`src/rtl/blinker_pkg.sv`:
```
// Shared constants and types for the LED blinker and its receive-side period meter.
package blinker_pkg;

    localparam int CLK_HZ            = 50_000_000;
    localparam int CNT_W_DEFAULT     = 28;
    // Blinker half-period in cycles; the meter should report this value in loopback.
    localparam int BLINK_HALF_PERIOD = 50_000_000;

    typedef enum logic {
        IDLE    = 1'b0,
        MEASURE = 1'b1
    } meter_state_e;

endpackage

```
`src/rtl/blink_period_meter_edge_sync.sv`:
```
// Synchronizes an asynchronous input and flags each change of the synchronized level.
module edge_sync #(
    parameter int SYNC_STAGES = 2
) (
    input  logic clk,
    input  logic rst_n,
    input  logic i_d,
    output logic o_edge
);

    logic [SYNC_STAGES-1:0] r_sync;
    logic                   r_hist;

    always_ff @(posedge clk or negedge rst_n) begin
        if (!rst_n) begin
            r_sync <= '0;
            r_hist <= 1'b0;
        end else begin
            r_sync <= {r_sync[SYNC_STAGES-2:0], i_d};
            r_hist <= r_sync[SYNC_STAGES-1];
        end
    end

    assign o_edge = r_sync[SYNC_STAGES-1] ^ r_hist;

endmodule

```
`src/rtl/blink_period_meter.sv`:
```
// Measures cycles between toggles of an asynchronous blink input, with glitch and
// inactivity-timeout reporting.
module blink_period_meter
    import blinker_pkg::*;
#(
    parameter int CNT_W       = CNT_W_DEFAULT,
    parameter int TIMEOUT     = 100_000_000,
    parameter int MIN_PERIOD  = 2,
    parameter int SYNC_STAGES = 2
) (
    input  logic             main_clk,
    input  logic             reset_n,
    input  logic             blink_in,
    output logic [CNT_W-1:0] period_cnt,
    output logic             period_valid,
    output logic             glitch,
    output logic             timeout
);

    localparam logic [CNT_W-1:0] TO_C  = CNT_W'(TIMEOUT);
    localparam logic [CNT_W-1:0] MIN_C = CNT_W'(MIN_PERIOD);

    logic             w_edge;
    meter_state_e     r_state;
    logic [CNT_W-1:0] r_cnt;
    logic [CNT_W-1:0] r_period;
    logic             r_valid;
    logic             r_glitch;
    logic             r_timeout;

    edge_sync #(
        .SYNC_STAGES(SYNC_STAGES)
    ) u_edge_sync (
        .clk   (main_clk),
        .rst_n (reset_n),
        .i_d   (blink_in),
        .o_edge(w_edge)
    );

    always_ff @(posedge main_clk or negedge reset_n) begin
        if (!reset_n) begin
            r_state   <= IDLE;
            r_cnt     <= '0;
            r_period  <= '0;
            r_valid   <= 1'b0;
            r_glitch  <= 1'b0;
            r_timeout <= 1'b0;
        end else begin
            r_valid  <= 1'b0;
            r_glitch <= 1'b0;
            case (r_state)
                IDLE: begin
                    // First edge after reset or timeout only starts a new interval.
                    if (w_edge) begin
                        r_state   <= MEASURE;
                        r_cnt     <= CNT_W'(1);
                        r_timeout <= 1'b0;
                    end
                end
                MEASURE: begin
                    if (w_edge) begin
                        if (r_cnt >= MIN_C) begin
                            r_period <= r_cnt;
                            r_valid  <= 1'b1;
                        end else begin
                            r_glitch <= 1'b1;
                        end
                        r_cnt <= CNT_W'(1);
                    end else begin
                        if (r_cnt != TO_C) r_cnt <= r_cnt + 1'b1;
                        if (r_cnt == TO_C - 1'b1) begin
                            r_timeout <= 1'b1;
                            r_state   <= IDLE;
                        end
                    end
                end
                default: r_state <= IDLE;
            endcase
        end
    end

    assign period_cnt   = r_period;
    assign period_valid = r_valid;
    assign glitch       = r_glitch;
    assign timeout      = r_timeout;

endmodule

```
`config.mk`:
```
export PLATFORM = sky130hd
export DESIGN_NAME = blink_period_meter
export DESIGN_NICKNAME = d
export VERILOG_FILES = /design/src/rtl/blinker_pkg.sv /design/src/rtl/blink_period_meter_edge_sync.sv /design/src/rtl/blink_period_meter.sv
export SDC_FILE = /design/constraint.sdc
export NUM_CORES = 1
export LEC_CHECK = 0
export CELL_PAD_IN_SITES_DETAIL_PLACEMENT = 1
export CELL_PAD_IN_SITES_GLOBAL_PLACEMENT = 1
export CORE_MARGIN = 5
export CORE_UTILIZATION = 46
export CTS_BUF_LIST = sky130_fd_sc_hd__clkbuf_2 sky130_fd_sc_hd__clkbuf_4 sky130_fd_sc_hd__clkbuf_8
export DETAILED_ROUTE_END_ITERATION = 8
export PLACE_DENSITY = 0.85
export SYNTH_ARGS = -nofsm -noshare
export SYNTH_HDL_FRONTEND = slang
export SYNTH_SLANG_ARGS = --single-unit
```
`constraint.sdc`:
```
create_clock -name main_clk -period 2.35 [get_ports main_clk]
set_clock_uncertainty 0.1 [all_clocks]
set_input_delay 0.705 -clock main_clk [delete_from_list [all_inputs] [get_ports main_clk]]
set_output_delay 0.705 -clock main_clk [all_outputs]
set_load 0.05 [all_outputs]
```
==> results of run 1 <==
final timing paths:
path,slack (ns),cells after the start,end,from
worst max-delay path,0.05,1,period_cnt[0],period_cnt[0]
worst min-delay path,0.25,0,u_edge_sync.r_sync[1],u_edge_sync.r_sync[0]
worst max register to register,0.07,6,period_cnt[18],r_cnt[4]
worst min register to register,0.25,0,u_edge_sync.r_sync[1],u_edge_sync.r_sync[0]
max in group asynchronous,1.59,2,r_cnt[1],reset_n
min in group asynchronous,0.26,2,timeout,reset_n
power groups by stage:
stage                     sequential, mW  clock [mW]  combinational [mW]
after CTS                           1.19       0.855               0.490
after global routing                1.20       0.912               0.544
after global placement              1.21           0               0.476
after floorplan                     1.32           0               0.216
final                               1.19       0.830               0.512
after detailed placement            1.21           0               0.488
cells in the final DEF (no fill, tap or decap), types with 2 or more instances in the layout:
master,netlist,routed
a21oi_1,5,5
and3_1,6,6
buf_2,5,2
buf_4,2,22
buf_6,1,2
clkbuf_4,0,2
clkbuf_8,0,11
clkdlybuf4s50_1,0,9
dfrtp_1,63,61
dfrtp_2,0,2
dlymetal6s2s_1,0,14
ha_1,3,2
inv_1,5,5
mux2_2,28,28
nand2_1,17,17
nand3_1,11,11
nand4_1,16,16
nor2_1,19,19
nor3_1,5,5
nor4_1,4,3
nor4_2,1,2
nor4_4,2,2
o211ai_1,6,6
o211ai_2,2,2
o21ai_0,8,8
or3_1,5,5
or4_1,5,5
xnor2_1,2,2
xor2_1,18,18
per-stage QoR:
stage	utilization, %	power, mW
CTS	56.6	2.53
global placement	53.9	1.68
global route	57.9	2.66
detailed placement	53.9	1.70
finish	57.9	2.53
floorplan	-	1.54
layer usage:
layer | part of all wire, % | wire (µm) | vias to the layer above
met3 | 4.3 | 298 | 13
met4 | 1.9 | 134 | 0
met2 | 49 | 3440 | 41
li1 | - | - | 1001
met1 | 45 | 3130 | 1146
met5 | 0 | 0 | -
registers in the layout, summed over array words and instances, names as in the netlist:
name and flops:
r_state 1, glitch 1, period_valid 1, r_cnt 28
period_cnt 28, u_edge_sync.r_sync 2, timeout 1, u_edge_sync.r_hist 1
cell families (layout without fill, tap and decap cells):
logic type,after synthesis,in the layout,synth area share (%)
AND/OR/NAND/NOR,97,97,19.5
flip-flops,63,63,54.1
multiplexers,28,28,10.8
AO/OA/AOI/OAI,23,23,5.07
XOR/XNOR,20,20,6.01
buffers and inverters,19,69,3.22
adder cells (fa/ha/maj),3,3,1.29
final cells by class:
cell class,instances,area share [%]
clock buffers,13,4.61
clock inverters,1,0.139
repair buffers,50,13.4
multi-input cells,171,35.0
inverters,5,0.520
well taps,77,2.67
flip-flops and latches,63,43.7
what timing repair did:
action | CTS | global route
gates resized for setup | 0 | 22
setup endpoints to repair | 0 | 46
setup buffers | 0 | 1
==> flow_summary.yaml, run 1 <==
logic_synthesis:
  syn_area_um2: 2910
  syn-mean-instance-area_um2: 11.5
  synthCells: 253
  synth_top_cell_by_area: "dfrtp_1"
  synthFlopType: "dfrtp_1"
  synth_nets: 259
  ys_seq_area_share_pct: 54.1
  synth.distinct_cells: 34
  synth_area_leaders: "dfrtp_1 (54%), mux2_2 (11%), xor2_1 (5.4%)"
  ys_async_sr_fraction_pct: 100
  yosys.area.top_type_share_pct: 54.1
  yosys_warnings: 0
  synth-seq-cells: 63
  synth_most_common_cell: "dfrtp_1"
  synth_edf_count: 0
  ys_top_cells_by_count: "dfrtp_1 (63), mux2_2 (28), nor2_1 (19), xor2_1 (18), nand2_1 (17)"
run_status:
  status: "complete, no violations"
die:
  top_level_ports: 34
  die_w_um: 89.6
  start_util_pct: 46.7
  die_area_um2: 8030
  core_um2: 6240
  die_h_um: 89.6
  rows: 29
timing:
  period_needed_ns: 2.30
  fmax_ghz: 0.436
  setup_tns_ns: 0
  max_slew.worst_pin.slew_ns: 0.845
  hold_violations: 0
  hold-worst-slack_ns: 0.249
  slew_headroom_pct: 43.3
  period_share_pct: 97.7
  setup_viol: 0
  final_max_slew_viol_count: 0
  setup_ws_ns: 0.0538
run:
  maxCapViolCount: 0
worst_setup_path:
  cp-start-kind: "flop"
  cp_top_family: "buffers and inverters"
  critPathCaptureType: "output pin"
  cp_num_buf_inv: 1
  path_cells: "clkdlybuf4s50_1"
  worst_path_max_delay_cell: "clkdlybuf4s50_1"
  crit_fanout: 2
  critPathMaxStageDelay_ns: 0.80
  cp_data_required_time_ns: 1.54
  arrival_ns: 1.49
  critical_path_class: "flop to output pin"
detailed_routing:
  antenna_left: 0
  via_per_inst: 5.79
  wl_um: 7000
  num_vias: 2201
  drtIter0Drc: 169
  first_pass_iters: 4
  avgRoutedWirePerCell_um: 18.4
  drc_errors: 0
global_route:
  grt-ovfl-total: 0
  grt_pass1_wl_um: 11700
  use_met3_pct: 6.11
  use_met2_pct: 30.3
  grtUsageMet1_pct: 25.9
  antenna_found_initial: 0
  grt_usage_pct: 19.6
  grt.busiest_layer: "met2"
  grt_max_degree: 64
  grt_pass1_vias: 2295
clock_tree:
  cts_max_path_buffers: 2
  cts_tree: "built"
  cts-htree-levels: 3
  cts-root-buf: "clkbuf_8"
  clock_sinks: 63
  cts_hold_buffers: 0
  clock_latency_ns: 0.35
  clkTransAtPathRegs_ns: 0.06
  numCtsBuffers: 9
power:
  pwr-share-clk_pct: 32.7
  leakage_nw: 1.96
  p_comb_share_pct: 20.2
  p_int_mw: 1.78
  vdd_drop_max_mv: 0.527
  switchingPower_uw: 749
  swShare_pct: 29.6
  power_density_nw_per_um2: 701
  pwr-share-seq_pct: 47.0
place:
  placed_cells: 364
  io_buffers: 33
  dp_slack_ns: 0.103
  hpwl_um: 4770
  place_area_um2: 3360
  globalplace.congestion: 0.848
layout:
  final_area_um2: 3610
  diodes: 0
  instances_no_fill: 380
  final_nets: 306
  drive_gt1_share_pct: 27.4
  multiInputGateArea_um2: 1260
  nFillCells: 673
  area_growth_pct: 23.9
  regArea_um2: 1580
min_path:
  hold_path_class: "flop to flop"
Power figures use the tool's default switching activity.
==> inputs of run 2 (changes only) <==
--- a/config.mk
+++ b/config.mk
@@ -5,6 +5,8 @@
 export SDC_FILE = /design/constraint.sdc
 export NUM_CORES = 1
 export LEC_CHECK = 0
+export ABC_CLOCK_PERIOD_IN_PS = 2350
+export CAP_MARGIN = 25
 export CELL_PAD_IN_SITES_DETAIL_PLACEMENT = 1
 export CELL_PAD_IN_SITES_GLOBAL_PLACEMENT = 1
 export CORE_MARGIN = 5
@@ -15,3 +17,4 @@
 export SYNTH_ARGS = -nofsm -noshare
 export SYNTH_HDL_FRONTEND = slang
 export SYNTH_SLANG_ARGS = --single-unit
+export TNS_END_PERCENT = 100
==> results of run 2 <==
Final layout, timing and power as in run 1 (identical DEF).
==> inputs of run 3 (changes only) <==
--- a/config.mk
+++ b/config.mk
@@ -9,7 +9,6 @@
 export CAP_MARGIN = 25
 export CELL_PAD_IN_SITES_DETAIL_PLACEMENT = 1
 export CELL_PAD_IN_SITES_GLOBAL_PLACEMENT = 1
-export CORE_MARGIN = 5
 export CORE_UTILIZATION = 46
 export CTS_BUF_LIST = sky130_fd_sc_hd__clkbuf_2 sky130_fd_sc_hd__clkbuf_4 sky130_fd_sc_hd__clkbuf_8
 export DETAILED_ROUTE_END_ITERATION = 8
==> run 3 against run 2 <==
Net effect: clock power increased by 1%; combinational power decreased by 3%; first-iteration DRC count decreased by 49%; register-to-register slack improved by 0.05 ns; critical path type unchanged; largest power group unchanged.
==> flow_summary.yaml, run 3 (synthesized netlist as in run 1, its figures left out) <==
detailed_routing:
  wl_um: 7070
  wl_met3_um: 318
  drtIter0Drc: 86
  antenna_left: 0
  first_pass_iters: 4
  drt-met1-wl_um: 3210
  maxUsedRoutingLayer: "met4"
  wl_met2_um: 3390
  num_vias: 2182
  avgRoutedWirePerCell_um: 18.7
  drc_errors: 0
  via_per_inst: 5.77
layout:
  final_area_um2: 3610
  final_common_cell: "dfrtp_1"
  nFillCells: 643
  final_nets: 306
  drive_gt1_share_pct: 23.1
  area_growth_pct: 23.8
  diodes: 0
  final_cell_mix: "dfrtp_1 (62), mux2_2 (28), clkdlybuf4s50_1 (25)"
die:
  die_w_um: 81.6
  rows: 28
  die_h_um: 81.6
  top_level_ports: 34
  core_um2: 6030
  start_util_pct: 48.4
  die_area_um2: 6660
global_route:
  grt_usage_pct: 24.3
  grt_pass1_wl_um: 11700
  grt_max_degree: 64
  antenna_found_initial: 0
  grt_pass1_vias: 2262
  grt-ovfl-total: 0
clock_tree:
  cts_tree: "built"
  cts_hold_buffers: 0
  cts-root-buf: "clkbuf_8"
  cts_max_path_buffers: 2
  clock_latency_ns: 0.34
  clkTransAtPathRegs_ns: 0.06
  clock_sinks: 63
  cts-htree-levels: 3
  numCtsBuffers: 9
worst_setup_path:
  cp-start-kind: "flop"
  cp_top_family: "buffers and inverters"
  crit_fanout: 2
  critPathMaxStageDelay_ns: 0.81
  arrival_ns: 1.51
  critPathCaptureType: "output pin"
  cp_num_buf_inv: 1
  path_cells: "clkdlybuf4s50_1"
  cp_data_required_time_ns: 1.54
  critical_path_class: "flop to output pin"
  worst_path_max_delay_cell: "clkdlybuf4s50_1"
timing:
  slew_headroom_pct: 64.9
  fmax_ghz: 0.432
  hold-worst-slack_ns: 0.259
  final_max_slew_viol_count: 0
  setup_viol: 0
  setup_tns_ns: 0
  rsz0062_at_grt: "false"
  max_slew.worst_pin.slew_ns: 0.526
  period_needed_ns: 2.31
  hold_violations: 0
  period_share_pct: 98.4
power:
  leakage_nw: 1.79
  power_density_nw_per_um2: 701
  vdd_drop_max_mv: 0.518
run:
  maxCapViolCount: 0
place:
  place_area_um2: 3400
  globalplace.congestion: 0.845
  io_buffers: 33
  hpwl_um: 4720
run_status:
  status: "complete, no violations"
min_path:
  hold_path_class: "flop to flop"
run 3: repair_timing:
action | in CTS | in global routing
buffers inserted | 0 | 0
pin swaps | 0 | 1
gates resized for setup | 1 | 11
gates cloned | 0 | 0
endpoints found under the setup margin | 1 | 31
run 3: area by class of cell:
type	count	area, µm²	area share [%]
Inverter	5	18.8	0.520
Multi-Input combinational cell	171	1260	34.9
Timing Repair Buffer	50	487	13.5
Tap cell	75	93.8	2.60
Clock buffer	13	166	4.61
Sequential cell	63	1580	43.7
Clock inverter	1	5.00	0.139
run 3: metrics by stage:
step	util [%]	std cells	power, mW	worst slack, ns
after floorplan	-	253	1.54	0.247
after global placement	56.4	364	1.69	0.190
after detailed placement	56.4	364	1.71	0.0691
after CTS	59.2	378	2.55	0.0104
after global routing	59.9	378	2.63	0.00121
final	59.9	378	2.53	0.0366
run 3: final timing paths:
check,from,endpoint,slack (ns),depth (start not counted)
setup / recovery,period_cnt[18],period_cnt[18],0.04,1
max in group asynchronous,reset_n,r_cnt[0],1.59,2
min in group asynchronous,reset_n,period_cnt[9],0.27,2
hold reg to reg,u_edge_sync.r_sync[0],u_edge_sync.r_sync[1],0.26,0
setup reg to reg,r_cnt[1],period_cnt[8],0.12,6
hold / removal,u_edge_sync.r_sync[0],u_edge_sync.r_sync[1],0.26,0
run 3: power breakdown:
part,switching [mW],total [mW],internal (mW)
combinational,0.309,0.499,0.189
sequential,0.0542,1.19,1.14
clock,0.389,0.839,0.451
total,0.752,2.53,1.78
run 3: layer usage:
layer | GRT usage [%] | up-vias
li1 | - | 1009
met1 | 31.3 | 1102
met2 | 38.8 | 57
met3 | 6.44 | 14
met4 | 10.0 | 0
met5 | 0 | -
